## src/rtl/ssd1306_procedure_scheduler_pkg.sv

```systemverilog
// Shared types and constants for the SSD1306 procedure scheduler.
// Holds the FSM encoding, requester indices and the default microcode offsets.
package ssd1306_sched_pkg;

  typedef enum logic [2:0] {
    S_BOOT,
    S_IDLE,
    S_START,
    S_RUN,
    S_ACK,
    S_FAULT
  } sched_state_t;

  localparam int REQ_INIT       = 0;
  localparam int REQ_DISPLAY_ON = 1;
  localparam int REQ_FRAME      = 2;
  localparam int REQ_POWER_OFF  = 3;

  localparam int DEF_NUM_REQ   = 4;
  localparam int DEF_ADDR_BITS = 6;

  // Slice i is the microcode entry point of requester i.
  localparam logic [DEF_NUM_REQ*DEF_ADDR_BITS-1:0] DEF_PROC_OFFSETS =
    {6'd40, 6'd32, 6'd24, 6'd0};

  function automatic int idx_bits(input int n);
    return (n > 1) ? $clog2(n) : 1;
  endfunction

endpackage

```

## src/rtl/ssd1306_procedure_scheduler_if.sv

```systemverilog
// Requester and executor handshake bundle of the procedure scheduler.
// master = scheduler side, slave = application FSMs plus microcode executor.
interface ssd1306_procedure_scheduler_if
  import ssd1306_sched_pkg::*;
#(
  parameter int NUM_REQ   = DEF_NUM_REQ,
  parameter int ADDR_BITS = DEF_ADDR_BITS
);

  logic [NUM_REQ-1:0]   req_in;
  logic [NUM_REQ-1:0]   ack_out;
  logic [ADDR_BITS-1:0] proc_offset_out;
  logic                 proc_start_out;
  logic                 proc_done_in;

  modport master (
    input  req_in,
    input  proc_done_in,
    output ack_out,
    output proc_offset_out,
    output proc_start_out
  );

  modport slave (
    output req_in,
    output proc_done_in,
    input  ack_out,
    input  proc_offset_out,
    input  proc_start_out
  );

endinterface

```

## src/rtl/ssd1306_procedure_scheduler_arbiter.sv

```systemverilog
// Fixed-priority arbiter: lowest set request index wins, one-hot and encoded.
// Purely combinational, no state.
module ssd1306_fixed_prio_arbiter
  import ssd1306_sched_pkg::*;
#(
  parameter int N     = DEF_NUM_REQ,
  parameter int IDX_W = idx_bits(N)
) (
  input  logic [N-1:0]     req_vec,
  output logic [N-1:0]     gnt_onehot,
  output logic [IDX_W-1:0] gnt_idx,
  output logic             gnt_vld
);

  always_comb begin
    gnt_onehot = '0;
    gnt_idx    = '0;
    gnt_vld    = 1'b0;
    for (int i = 0; i < N; i++) begin
      if (req_vec[i] && !gnt_vld) begin
        gnt_onehot[i] = 1'b1;
        gnt_idx       = IDX_W'(i);
        gnt_vld       = 1'b1;
      end
    end
  end

endmodule

```

## src/rtl/ssd1306_procedure_scheduler.sv

```systemverilog
// Shares the SSD1306 microcode executor between requesters; init runs first after reset.
// Request in idle -> start next cycle; start held until the executor leaves idle, ack one cycle after done.
// Optional watchdog with SSD1306_SCHED_WATCHDOG_EN: stuck start/run -> sticky fault.
module ssd1306_procedure_scheduler
  import ssd1306_sched_pkg::*;
#(
  parameter int NUM_REQ         = DEF_NUM_REQ,
  parameter int ADDR_BITS       = DEF_ADDR_BITS,
  parameter     PROC_OFFSETS    = DEF_PROC_OFFSETS,
  parameter int WATCHDOG_CYCLES = 200000
) (
  input  logic                          clk_in,
  input  logic                          reset_n_in,
  ssd1306_procedure_scheduler_if.master bus,
  output logic                          busy_out,
  output logic                          init_done_out,
  output logic                          fault_out
);

  localparam int IDX_W = idx_bits(NUM_REQ);

  if ($bits(PROC_OFFSETS) != NUM_REQ * ADDR_BITS) begin : g_bad_offsets
    $error("PROC_OFFSETS must be exactly NUM_REQ*ADDR_BITS bits wide");
  end
  if (WATCHDOG_CYCLES < 1) begin : g_bad_watchdog
    $error("WATCHDOG_CYCLES must be at least 1");
  end

  logic [ADDR_BITS-1:0] offs [NUM_REQ];
  for (genvar g = 0; g < NUM_REQ; g++) begin : g_offs
    assign offs[g] = PROC_OFFSETS[g*ADDR_BITS +: ADDR_BITS];
  end

  sched_state_t         state, state_nxt;
  logic [IDX_W-1:0]     grant, grant_nxt;
  logic [ADDR_BITS-1:0] offset_q, offset_nxt;
  logic [NUM_REQ-1:0]   pending, pending_nxt;
  logic                 again, again_nxt;
  logic                 init_done, init_done_nxt;
  logic                 busy_q;

  logic [NUM_REQ-1:0]   req_cand;
  logic [NUM_REQ-1:0]   win_onehot;
  logic [IDX_W-1:0]     win_idx;
  logic                 win_any;
  logic [ADDR_BITS-1:0] win_off;

  // A pulse on req_in is eligible in the same cycle it arrives.
  assign req_cand = pending | bus.req_in;

  ssd1306_fixed_prio_arbiter #(
    .N     (NUM_REQ),
    .IDX_W (IDX_W)
  ) u_arb (
    .req_vec    (req_cand),
    .gnt_onehot (win_onehot),
    .gnt_idx    (win_idx),
    .gnt_vld    (win_any)
  );

  always_comb begin
    win_off = '0;
    for (int i = 0; i < NUM_REQ; i++) begin
      if (win_onehot[i]) win_off = win_off | offs[i];
    end
  end

`ifdef SSD1306_SCHED_WATCHDOG_EN
  localparam logic [31:0] WD_LIMIT = 32'(WATCHDOG_CYCLES - 1);
  logic [31:0] wd_cnt;

  always_ff @(posedge clk_in or negedge reset_n_in) begin
    if (!reset_n_in) begin
      wd_cnt <= '0;
    end else if (state_nxt == S_START && state != S_START) begin
      wd_cnt <= '0;
    end else if (state == S_START || state == S_RUN) begin
      wd_cnt <= wd_cnt + 32'd1;
    end
  end
`endif

  always_comb begin
    state_nxt     = state;
    grant_nxt     = grant;
    offset_nxt    = offset_q;
    pending_nxt   = pending | bus.req_in;
    again_nxt     = again;
    init_done_nxt = init_done;

    case (state)
      S_BOOT: begin
        grant_nxt  = IDX_W'(REQ_INIT);
        offset_nxt = offs[REQ_INIT];
        again_nxt  = 1'b0;
        state_nxt  = S_START;
      end
      S_IDLE: begin
        if (init_done && win_any) begin
          grant_nxt  = win_idx;
          offset_nxt = win_off;
          again_nxt  = 1'b0;
          state_nxt  = S_START;
        end
      end
      S_START: begin
        if (bus.req_in[grant]) again_nxt = 1'b1;
        if (!bus.proc_done_in) state_nxt = S_RUN;
      end
      S_RUN: begin
        if (bus.req_in[grant]) again_nxt = 1'b1;
        if (bus.proc_done_in) state_nxt = S_ACK;
      end
      S_ACK: begin
        // A re-request seen while this index was in service keeps it pending.
        if (!(bus.req_in[grant] || again)) pending_nxt[grant] = 1'b0;
        again_nxt = 1'b0;
        if (grant == IDX_W'(REQ_INIT)) init_done_nxt = 1'b1;
        state_nxt = S_IDLE;
      end
      S_FAULT: begin
        state_nxt = S_FAULT;
      end
      default: begin
        state_nxt = S_BOOT;
      end
    endcase

`ifdef SSD1306_SCHED_WATCHDOG_EN
    if ((state == S_START || state == S_RUN) && wd_cnt >= WD_LIMIT) begin
      state_nxt = S_FAULT;
    end
`endif
  end

  always_ff @(posedge clk_in or negedge reset_n_in) begin
    if (!reset_n_in) begin
      state     <= S_BOOT;
      grant     <= '0;
      offset_q  <= '0;
      pending   <= '0;
      again     <= 1'b0;
      init_done <= 1'b0;
      busy_q    <= 1'b0;
    end else begin
      state     <= state_nxt;
      grant     <= grant_nxt;
      offset_q  <= offset_nxt;
      pending   <= pending_nxt;
      again     <= again_nxt;
      init_done <= init_done_nxt;
      busy_q    <= (state_nxt != S_IDLE);
    end
  end

  always_comb begin
    bus.ack_out = '0;
    for (int i = 0; i < NUM_REQ; i++) begin
      bus.ack_out[i] = (state == S_ACK) && (grant == IDX_W'(i));
    end
  end

  assign bus.proc_start_out  = (state == S_START);
  assign bus.proc_offset_out = offset_q;
  assign busy_out            = busy_q;
  assign init_done_out       = init_done;

`ifdef SSD1306_SCHED_WATCHDOG_EN
  assign fault_out = (state == S_FAULT);
`else
  assign fault_out = 1'b0;
`endif

endmodule

```

## src/flat_wrapper.sv

```systemverilog
// flat-port wrapper written by rule: the top's interface ports become plain ports
module ssd1306_procedure_scheduler_flat import ssd1306_sched_pkg::*;
#(
  parameter int NUM_REQ         = DEF_NUM_REQ,
  parameter int ADDR_BITS       = DEF_ADDR_BITS,
  parameter     PROC_OFFSETS    = DEF_PROC_OFFSETS,
  parameter int WATCHDOG_CYCLES = 200000
)
  (clk_in, reset_n_in, busy_out, init_done_out, fault_out, bus_req_in, bus_proc_done_in, bus_ack_out, bus_proc_offset_out, bus_proc_start_out);
  ssd1306_procedure_scheduler_if #(.NUM_REQ(NUM_REQ), .ADDR_BITS(ADDR_BITS)) bus_i ();
  input  logic clk_in;
  input  logic reset_n_in;
  output logic busy_out;
  output logic init_done_out;
  output logic fault_out;
  input wire logic [$bits(bus_i.req_in)-1:0] bus_req_in;
  input wire logic [$bits(bus_i.proc_done_in)-1:0] bus_proc_done_in;
  output wire logic [$bits(bus_i.ack_out)-1:0] bus_ack_out;
  output wire logic [$bits(bus_i.proc_offset_out)-1:0] bus_proc_offset_out;
  output wire logic [$bits(bus_i.proc_start_out)-1:0] bus_proc_start_out;
  assign bus_i.req_in = bus_req_in;
  assign bus_i.proc_done_in = bus_proc_done_in;
  assign bus_ack_out = bus_i.ack_out;
  assign bus_proc_offset_out = bus_i.proc_offset_out;
  assign bus_proc_start_out = bus_i.proc_start_out;
  ssd1306_procedure_scheduler #(.NUM_REQ(NUM_REQ), .ADDR_BITS(ADDR_BITS), .PROC_OFFSETS(PROC_OFFSETS), .WATCHDOG_CYCLES(WATCHDOG_CYCLES)) u_core (.clk_in(clk_in), .reset_n_in(reset_n_in), .bus(bus_i), .busy_out(busy_out), .init_done_out(init_done_out), .fault_out(fault_out));
endmodule
```

## config.mk

```make
export PLATFORM = sky130hd
export DESIGN_NAME = ssd1306_procedure_scheduler_flat
export DESIGN_NICKNAME = d
export VERILOG_FILES = /design/src/rtl/ssd1306_procedure_scheduler_pkg.sv /design/src/rtl/ssd1306_procedure_scheduler_if.sv /design/src/rtl/ssd1306_procedure_scheduler_arbiter.sv /design/src/rtl/ssd1306_procedure_scheduler.sv /design/src/flat_wrapper.sv
export SDC_FILE = /design/constraint.sdc
export NUM_CORES = 1
export LEC_CHECK = 0
export BUFFER_PORTS_ARGS = -buffer_cell sky130_fd_sc_hd__buf_2
export CAP_MARGIN = 0
export CORE_AREA = 2 2 46 48
export CTS_BUF_LIST = sky130_fd_sc_hd__clkbuf_8
export CTS_CLUSTER_DIAMETER = 200
export DETAILED_ROUTE_END_ITERATION = 7
export DIE_AREA = 0 0 48 50
export PLACE_DENSITY = 0.76
export SLEW_MARGIN = 20
export SYNTH_ARGS = -nofsm -noshare
export SYNTH_HDL_FRONTEND = slang
export SYNTH_HIERARCHICAL = 1
export SYNTH_SLANG_ARGS = --single-unit
export TNS_END_PERCENT = 5
```

## constraint.sdc

```tcl
create_clock -name clk_in -period 1.5 [get_ports clk_in]
set_input_delay 0.075 -clock clk_in [delete_from_list [all_inputs] [get_ports clk_in]]
set_output_delay 0.075 -clock clk_in [all_outputs]
set_load 0.005 [all_outputs]
```

### Word-level counts from Yosys, hierarchy flattened

Cells that the tools add are included.
W data, S select, Z words.

| cells by class | value |
|---|---|
| reductions and logical operators | 22 |
| multiplexer cells | 30 |
| equal/unequal tests | 11 |
| order comparisons | 2 |
| bitwise logic cells | 3 |

Operators with widths:

| cell | number |
|---|---|
| $mux W6 | 3 |
| $pmux W3 S6 | 1 |
| $mux W1 | 12 |
| $pmux W6 S2 | 1 |
| $logic_and A1 B1 Y1 | 9 |
| $mux W3 | 3 |
| $mux W4 | 2 |
| $eq A3 B2 Y1 const B | 2 |
| $eq A3 B3 Y1 const B | 2 |
| $mux W2 | 3 |
| $mux W5 | 1 |
| $and A4 B4 Y4 | 1 |
| $eq A2 B2 Y1 const B | 2 |
| $ne A2 B1 Y1 const B | 2 |
| $not A4 Y4 | 1 |
| $or A4 B4 Y4 | 1 |
| $pmux W2 S2 | 1 |
| $reduce_and A2 Y1 | 2 |
| $reduce_or A2 Y1 | 2 |
| $eq A3 B1 Y1 const B | 1 |
| $logic_not A1 Y1 | 3 |
| $logic_not A3 Y1 | 1 |
| $lt A2 B3 Y1 const B | 1 |
| $ne A3 B1 Y1 const B | 1 |
| other kinds (10) | 10 |

| word-level totals | value |
|---|---|
| word-level logic and storage cells | 75 |
| input port bits | 7 |
| bits in registers | 18 |

### Depth between registers and ports, before layout

Gate-level depths: netlist of the first run.

| depth | value |
|---|---|
| depth in word-level cells | 15 |
| gate-level depth with buffers | 6 |
| mapped depth without buffers | 6 |

### Cells and area by module

Netlist of the first run, hierarchy kept.

Modules (own cells, without submodules):

| module | cells each | area each (sq um) | times used | sequential area each (sq um) |
|---|---|---|---|---|
| ssd1306_procedure_scheduler | 69 | 804.5 | 1 | 375.4 |
| ssd1306_fixed_prio_arbiter | 11 | 61.3 | 1 | 0.0 |

### Worst setup path before layout of the first run

Ideal clock, no wire load.

| timing path | value |
|---|---|
| path kind | register to register |
| start point | register u_core.pending[0] |
| end point | register u_core.again |
| buffers on the path | 0 |
| arrival | 1.415 ns |
| setup slack | -0.021 ns |
| period minus slack after synthesis | 1.521 ns |
| stages on the path, launching flop included | 7 |
| cells stage by stage | dfrtp_1 -> or2_2 -> nor2_1 -> nand2_1 -> nand2_1 -> o21ai_0 -> a2111oi_4 |

| between the ends | value |
|---|---|
| cells in the longest elaborated chain, start to end | 14 |

Ends and longest elaborated chain:

| what | line | RTL |
|---|---|---|
| start, declared | ssd1306_procedure_scheduler.sv:37 | `logic [NUM_REQ-1:0] pending, pending_nxt;` |
| start signal, assigned | ssd1306_procedure_scheduler.sv:149 | `pending <= pending_nxt;` |
| $or A4 B4 Y4 (*) | ssd1306_procedure_scheduler.sv:49 | `assign req_cand = pending \| bus.req_in;` |
| net u_core.req_cand[0] | ssd1306_procedure_scheduler.sv:42 | `logic [NUM_REQ-1:0] req_cand;` |
| $mux W1 (*) | ssd1306_procedure_scheduler_arbiter.sv:20 | `if (req_vec[i] && !gnt_vld) begin` |
| $logic_not A1 Y1 | ssd1306_procedure_scheduler_arbiter.sv:20 |  |
| $logic_and A1 B1 Y1 | ssd1306_procedure_scheduler_arbiter.sv:20 |  |
| $mux W1 (*) | ssd1306_procedure_scheduler_arbiter.sv:20 |  |
| $logic_not A1 Y1 | ssd1306_procedure_scheduler_arbiter.sv:20 |  |
| $logic_and A1 B1 Y1 | ssd1306_procedure_scheduler_arbiter.sv:20 |  |
| $mux W1 (*) | ssd1306_procedure_scheduler_arbiter.sv:20 |  |
| $logic_not A1 Y1 | ssd1306_procedure_scheduler_arbiter.sv:20 |  |
| $logic_and A1 B1 Y1 | ssd1306_procedure_scheduler_arbiter.sv:20 |  |
| $mux W1 (*) | ssd1306_procedure_scheduler_arbiter.sv:20 |  |
| net u_core.win_any | ssd1306_procedure_scheduler.sv:45 | `logic win_any;` |
| $logic_and A1 B1 Y1 (*) | ssd1306_procedure_scheduler.sv:99 | `if (init_done && win_any) begin` |
| $ne A2 B1 Y1 (no source line) (*) | -- |  |
| $reduce_and A3 Y1 (no source line) (*) | -- |  |
| end signal, assigned | ssd1306_procedure_scheduler.sv:150 | `again <= again_nxt;` |
| end, declared | ssd1306_procedure_scheduler.sv:38 | `logic again, again_nxt;` |

The timed path passes the listed nets; every way through them passes the cells marked *.
A chain may end at the register's enable or synchronous reset.

### Worst setup path in the final report of the first run

| timing path | value |
|---|---|
| start point | register u_core.pending[3] |
| end point | register u_core.offset_q[3], in the netlist u_core/bus.proc_offset_out[3] |

| between the ends | value |
|---|---|
| cells in the longest elaborated chain, start to end | 6 |
| elaborated cells between the ends (all ways) | 10 |
| classes of those cells | 1 x eq/ne; 5 x mux; 1 x bitwise; 3 x reduce/logical |

Ends and longest elaborated chain:

| what | line | RTL |
|---|---|---|
| $or A4 B4 Y4 | ssd1306_procedure_scheduler.sv:49 |  |
| net u_core.req_cand[3] | ssd1306_procedure_scheduler.sv:42 |  |
| $logic_and A1 B1 Y1 | ssd1306_procedure_scheduler_arbiter.sv:20 |  |
| $mux W1 | ssd1306_procedure_scheduler_arbiter.sv:20 |  |
| net u_core.win_any | ssd1306_procedure_scheduler.sv:45 |  |
| $logic_and A1 B1 Y1 | ssd1306_procedure_scheduler.sv:99 |  |
| $ne A2 B1 Y1 (no source line) | -- |  |
| $reduce_and A2 Y1 (no source line) | -- |  |
| end signal, assigned | ssd1306_procedure_scheduler.sv:148 | `offset_q <= offset_nxt;` |
| end, declared | ssd1306_procedure_scheduler.sv:36 | `logic [ADDR_BITS-1:0] offset_q, offset_nxt;` |

The timed path passes the listed nets, and every way through them passes these cells. The select of a mux whose other input is x is not followed.

==> results of run 1 <==
## registers in the layout, indices dropped and copies added (netlist names)
signal                      flops
u_core/pending                  4
u_core/busy_out                 1
u_core/grant                    2
u_core/init_done_out            1
u_core/again                    1
u_core/state                    3
u_core/bus.proc_offset_out      3
## per-stage QoR
| step | area (sq um) | TNS, ps |
|---|---|---|
| 2_1_floorplan | 870 | 0 |
| 5_1_grt | 1100 | -272 |
| 4_1_cts | 1070 | -66.3 |
| 6_report | 1100 | 0 |
| 3_5_place_dp | 985 | -551 |
| 3_3_place_gp | 985 | -158 |
## final cells by class
class | count | area [sq um] | area share [%]
well taps | 27 | 33.8 | 3.06
inverters | 2 | 7.51 | 0.680
flip-flops and latches | 15 | 379 | 34.3
clock buffers | 3 | 41.3 | 3.74
clock inverters | 1 | 3.75 | 0.340
repair buffers | 25 | 154 | 13.9
multi-input cells | 58 | 485 | 43.9
## cell usage in the layout, fill, tap and decap left out, types with 4 or more instances in the layout
cell	instances
and2_1	4
a21boi_1	4
nor2_1	4
buf_2	16
buf_4	7
nand2_1	5
conb_1	4
dfrtp_1	12
## path summary, 6_finish.rpt
| path | to | slack, ps | cells after the start |
|---|---|---|---|
| max | u_core/bus.proc_offset_out[3] | 2 | 7 |
| min | u_core/state[1] | 120 | 4 |
| max reg2reg | u_core/bus.proc_offset_out[3] | 2 | 7 |
| min reg2reg | u_core/bus.proc_offset_out[4] | 500 | 1 |
| max in group asynchronous | u_core/state[0] | 990 | 2 |
| min in group asynchronous | u_core/again | 250 | 2 |
## worst max-delay path, stage by stage (launching register included)
cell and delay (ps):
dfrtp_1 320, or2_4 140, nor2_2 50, nand2_1 70
nand2_2 80, buf_4 140, or4b_4 500, o2bb2ai_2 130
## per-layer routing
metal	vias to the layer above	track usage [%]	wire length [um]	part of all wire (%)
met2	14	26.0	876	51
met1	305	21.7	756	44
li1	315	-	-	-
met4	0	5.41	11	0.64
met3	2	6.59	71	4.1
met5	-	0	0	0
## timing repair
item	CTS	global route
hold endpoints to repair	15	0
buffers inserted	0	1
pin swaps	3	4
gates resized for setup	9	9
hold buffers	1	0
endpoints found under the setup margin	13	13
## power groups by stage
stage | registers, mW | logic, mW | clock network [mW]
after floorplan | 0.539 | 0.469 | 0
after global placement | 0.609 | 0.522 | 0
after detailed placement | 0.616 | 0.532 | 0
after CTS | 0.624 | 0.560 | 0.324
after global routing | 0.655 | 0.639 | 0.354
final | 0.639 | 0.583 | 0.314
==> metrics.txt, run 1 <==
combinational cell fraction of total power=a little under two fifths; Rows=16; placed instance count=125; Max Freq=667 MHz; syn_area_per_cell=10.9 sq um; Gate Count Post-Synth=79; Net Switching=0.558 mW; setup ws final=1.74 ps; grt ovf=0; clock latency on the worst-skew pair=240 ps; n_diodes=0; Crit Reg-Reg Startpoint=u_core/pending[3]; Pwr per Cell Area=1390 mW/mm^2; WHS=116 ps; IO Count=21; DRT Pass-1 Iters=3; RSZ-0062 raised after global routing=yes; Fillers=168; initial drt markers=3; Critical Setup Path Class=flip-flop to flip-flop; clock sinks=15; Period Utilization, post-route=99.9%; CP required=roughly 1700 ps; Die H=50 um; Tot GR Track Use=17.1%; Detail Route Antenna Nets=0; Arrival @ worst endpoint=1670 ps; min Tclk post-route=1500 ps; die width=48 um; Slew Viols, Final=0; P_int=approximately 1 mW; H-tree depth=1; nets@finish=112; Sw Ratio=36.3%; Critical Path Start Type=flip-flop; Critical Path Fanout Max=4; number of remaining DRC errors=0; Layout Skew=a little under 1 ps; CTS tree=built; VDD IR-drop max=759 uV; Reg clk slew, reported paths=around 60 ps; Layout Utilization=58.1%; hold crit path type=input pin to flip-flop; crit path capture type=flip-flop; Routability Congestion=just over 0.8; Cell Area, Synth=858 sq um; die area=0.00240 sq mm; Max Buffers Root-to-Sink=2; Max Cap Violations=0; share of cells above drive strength 1=50.0%; Worst Setup SP=u_core/pending[3]; Avg Vias per Cell=about 5; Syn. warnings=6; first-pass GRT wire length=2840 um; hold_sp=bus_proc_done_in; vias in the first global route=607; Final HPWL DP=1280 um; Seq pwr share=41.6%; CTS buffer count=3; Routed WL=about 1700 um; DR vias=636; Power, Total=~1.5 mW; Cell Count, Final, Fillers Out=131; DP Worst Slack=-109 ps; CORE AREA=0.00190 sq mm; largest net degree at the start of global routing=16; Final Hold Viols=0; final setup fails=0; status=finished, final reports clean; area grow syn2layout=28.7%; Leakage=0.501 nW; drt wl/cell=13.1 um; CTS root buf=clkbuf_8; antenna violations before repair=0; port buffer count=16; Initial Utilization=45.1%; Clock Power Share=20.5%
(Power assumes the default switching activity.)
==> run 2, diff against run 1 <==
- RECOVER_POWER: unset -> 50
==> run 2 against run 1 <==
Net effect:
- cell count unchanged
- worst hold slack unchanged
- routed wire length decreased by 0.12%
- critical path type unchanged
- total power about the same
- core utilization decreased by 0.066 points
- register-to-register slack about the same
- via count unchanged
- non-clock buffer count unchanged
- global-route usage unchanged
- design area decreased by 0.11%
==> metrics.txt, run 2 (synthesis gave the netlist of run 1 again) <==
status=finished, final reports clean; Rows=16 (unchanged); crit path max-delay cell type=or4b_4; Initial Utilization=45.1% (unchanged); R2R Setup Slk=2 ps (about the same); hold_sp=bus_proc_done_in; Fillers=169 (+0.60%); Detail Route Antenna Nets=0 (unchanged); min Tclk post-route=1500 ps (unchanged); area occupied by multi-input gates=485 sq um (unchanged); Routed WL=1710 um (-0.12%); number of remaining DRC errors=0 (unchanged); Critical Path Fanout Max=4 (unchanged); port buffer count=16 (unchanged); Arrival @ worst endpoint=1670 ps (about the same); DR vias=636 (unchanged); register bank with the most flops=u_core/pending; drt wl/cell=13.1 um (-0.12%); CP required=1670 ps (about the same); crit path capture type=flip-flop; Reg clk slew, reported paths=60 ps (about the same); VDD IR-drop max=758 uV (about the same); Sw Ratio=36.3% (about the same); Die H=50 um (unchanged); Period Utilization, post-route=99.9% (unchanged); family with the most delay on the worst path=simple AND/OR/NAND/NOR gates; CORE AREA=0.00190 sq mm (unchanged); CP peak stage delay=500 ps (about the same); Critical Setup Path Class=flip-flop to flip-flop; Worst R2R Path Depth=7 (unchanged); n_diodes=0 (unchanged); Final HPWL DP=1280 um (unchanged); Leakage=0.498 nW (-0.55%); clock sinks=15 (unchanged); Max Freq=667 MHz (unchanged); Worst Hold Depth=4 (unchanged); P_int=0.977 mW (about the same); Worst Tran Pin Value=769 ps; area grow syn2layout=28.6%; cell area after placement=985 sq um (unchanged); max reg flops=4 (unchanged); WHS=116 ps (unchanged); Max Buffers Root-to-Sink=2 (unchanged); hold crit path type=input pin to flip-flop; final setup fails=0 (unchanged); commonest non-fill, non-tap cell in the layout=buf_2; share of cells above drive strength 1=49.0% (-0.96 points); most frequent cells in the layout=15 x buf_2, 12 x dfrtp_1, 7 x buf_4; Layout Skew=0.963 ps (unchanged); grt ovf=0 (unchanged); CTS root buf=clkbuf_8; clock latency on the worst-skew pair=240 ps (about the same); antenna violations before repair=0 (unchanged); nets@finish=112 (unchanged); vias in the first global route=607 (unchanged); RSZ-0062 raised after global routing=yes; Final Hold Viols=0 (unchanged); Worst Hold Path EP=u_core/state[1]; largest net degree at the start of global routing=16 (unchanged); Sequential cell area=379 sq um (unchanged); DRT Pass-1 Iters=3 (unchanged); Critical Path Start Type=flip-flop; initial drt markers=3 (unchanged); IO Count=21 (unchanged); Power, Total=1.54 mW (about the same); fin area=0.00110 sq mm (-0.11%); Routability Congestion=0.827 (unchanged); CP Cell Sequence=or2_4 > nor2_2 > nand2_1 > nand2_2 > buf_4 > or4b_4 > o2bb2ai_2; die width=48 um (unchanged); Clock Power Share=20.5% (about the same); Crit path buffers/inverters=1 (unchanged); H-tree depth=1 (unchanged); relative slew slack=48.7%; Max Cap Violations=0 (unchanged); combinational cell fraction of total power=37.9% (about the same); Crit Reg-Reg Startpoint=u_core/pending[3]; Seq pwr share=41.6% (about the same); first-pass GRT wire length=2840 um (unchanged); Slew Viols, Final=0 (unchanged); Avg Vias per Cell=4.85 (unchanged); Net Switching=0.558 mW (about the same); worst reg2reg endpoint=u_core/bus.proc_offset_out[3]; CTS buffer count=3 (unchanged); CTS tree=built; die area=0.00240 sq mm (unchanged); Pwr per Cell Area=1390 mW/mm^2 (about the same); Tot GR Track Use=17.1% (unchanged)
-- run 2: cell types whose count changed in the layout (fill, tap and decap cells not counted), sizes merged --
| cell | change |
|---|---|
| clkbuf | +1 |
| buf | -1 |
-- run 2: what timing repair did --
| action | 4_1_cts | 5_1_grt |
|---|---|---|
| pin swaps | 3 | 4 |
| cloned | 0 | 0 |
| endpoints found under the hold margin | 15 | 0 |
| setup endpoints to repair | 13 | 13 |
| resized for setup | 9 | 9 |
| buffers inserted | 0 | 1 |
| hold buffers | 1 | 0 |
-- run 2: final cells by class --
type | count | area share [%]
clock buffer | 3 | 3.74
clock inverter | 1 | 0.340
inverter | 2 | 0.680
multi-input combinational | 58 | 44.0
sequential | 15 | 34.4
tap | 27 | 3.06
timing repair buffer | 25 | 13.8
-- run 2: worst min-delay path: stages --
cell	delay (ps)
buf_2	100
nand2_1	50
nand2_1	50
nand2_1	50
-- run 2: through the flow --
stage	setup WS [ps]	setup TNS [ps]	instances	utilization, %
after global placement	-44.9	-158	125	51.8
after floorplan	23.2	0	82	-
after detailed placement	-109	-551	125	51.8
after CTS	-24.1	-66.3	130	56.4
after global routing	-60.9	-272	131	58.0
final	1.74	0	131	58.0
-- run 2: how the worst max path moves through the flow --
stage | slack (ps) | from | to | cells after the start
3_5_place_dp | -110 | u_core/pending[3] | u_core/again | 6
2_1_floorplan | 20 | u_core/pending[2] | u_core/again | 6
6_report | 2 | u_core/pending[3] | u_core/bus.proc_offset_out[3] | 7
5_1_grt | -60 | u_core/pending[3] | u_core/bus.proc_offset_out[5] | 7
4_1_cts | -20 | u_core/pending[1] | u_core/grant[1] | 6
3_3_place_gp | -40 | u_core/pending[3] | u_core/again | 6
-- run 2: power by group through the flow --
stage / clock, mW / combinational, mW / sequential [mW]
final: 0.314 / 0.582 / 0.639
after global routing: 0.354 / 0.639 / 0.655
after CTS: 0.324 / 0.560 / 0.624
after detailed placement: 0 / 0.532 / 0.616
after global placement: 0 / 0.522 / 0.609
after floorplan: 0 / 0.469 / 0.539
-- run 2: metal layers --
layer  GRT usage, %  routed length (um)
met5              0                   0
met1           21.7                 753
met4           5.41                  11
met3           6.59                  71
met2           26.0                 876
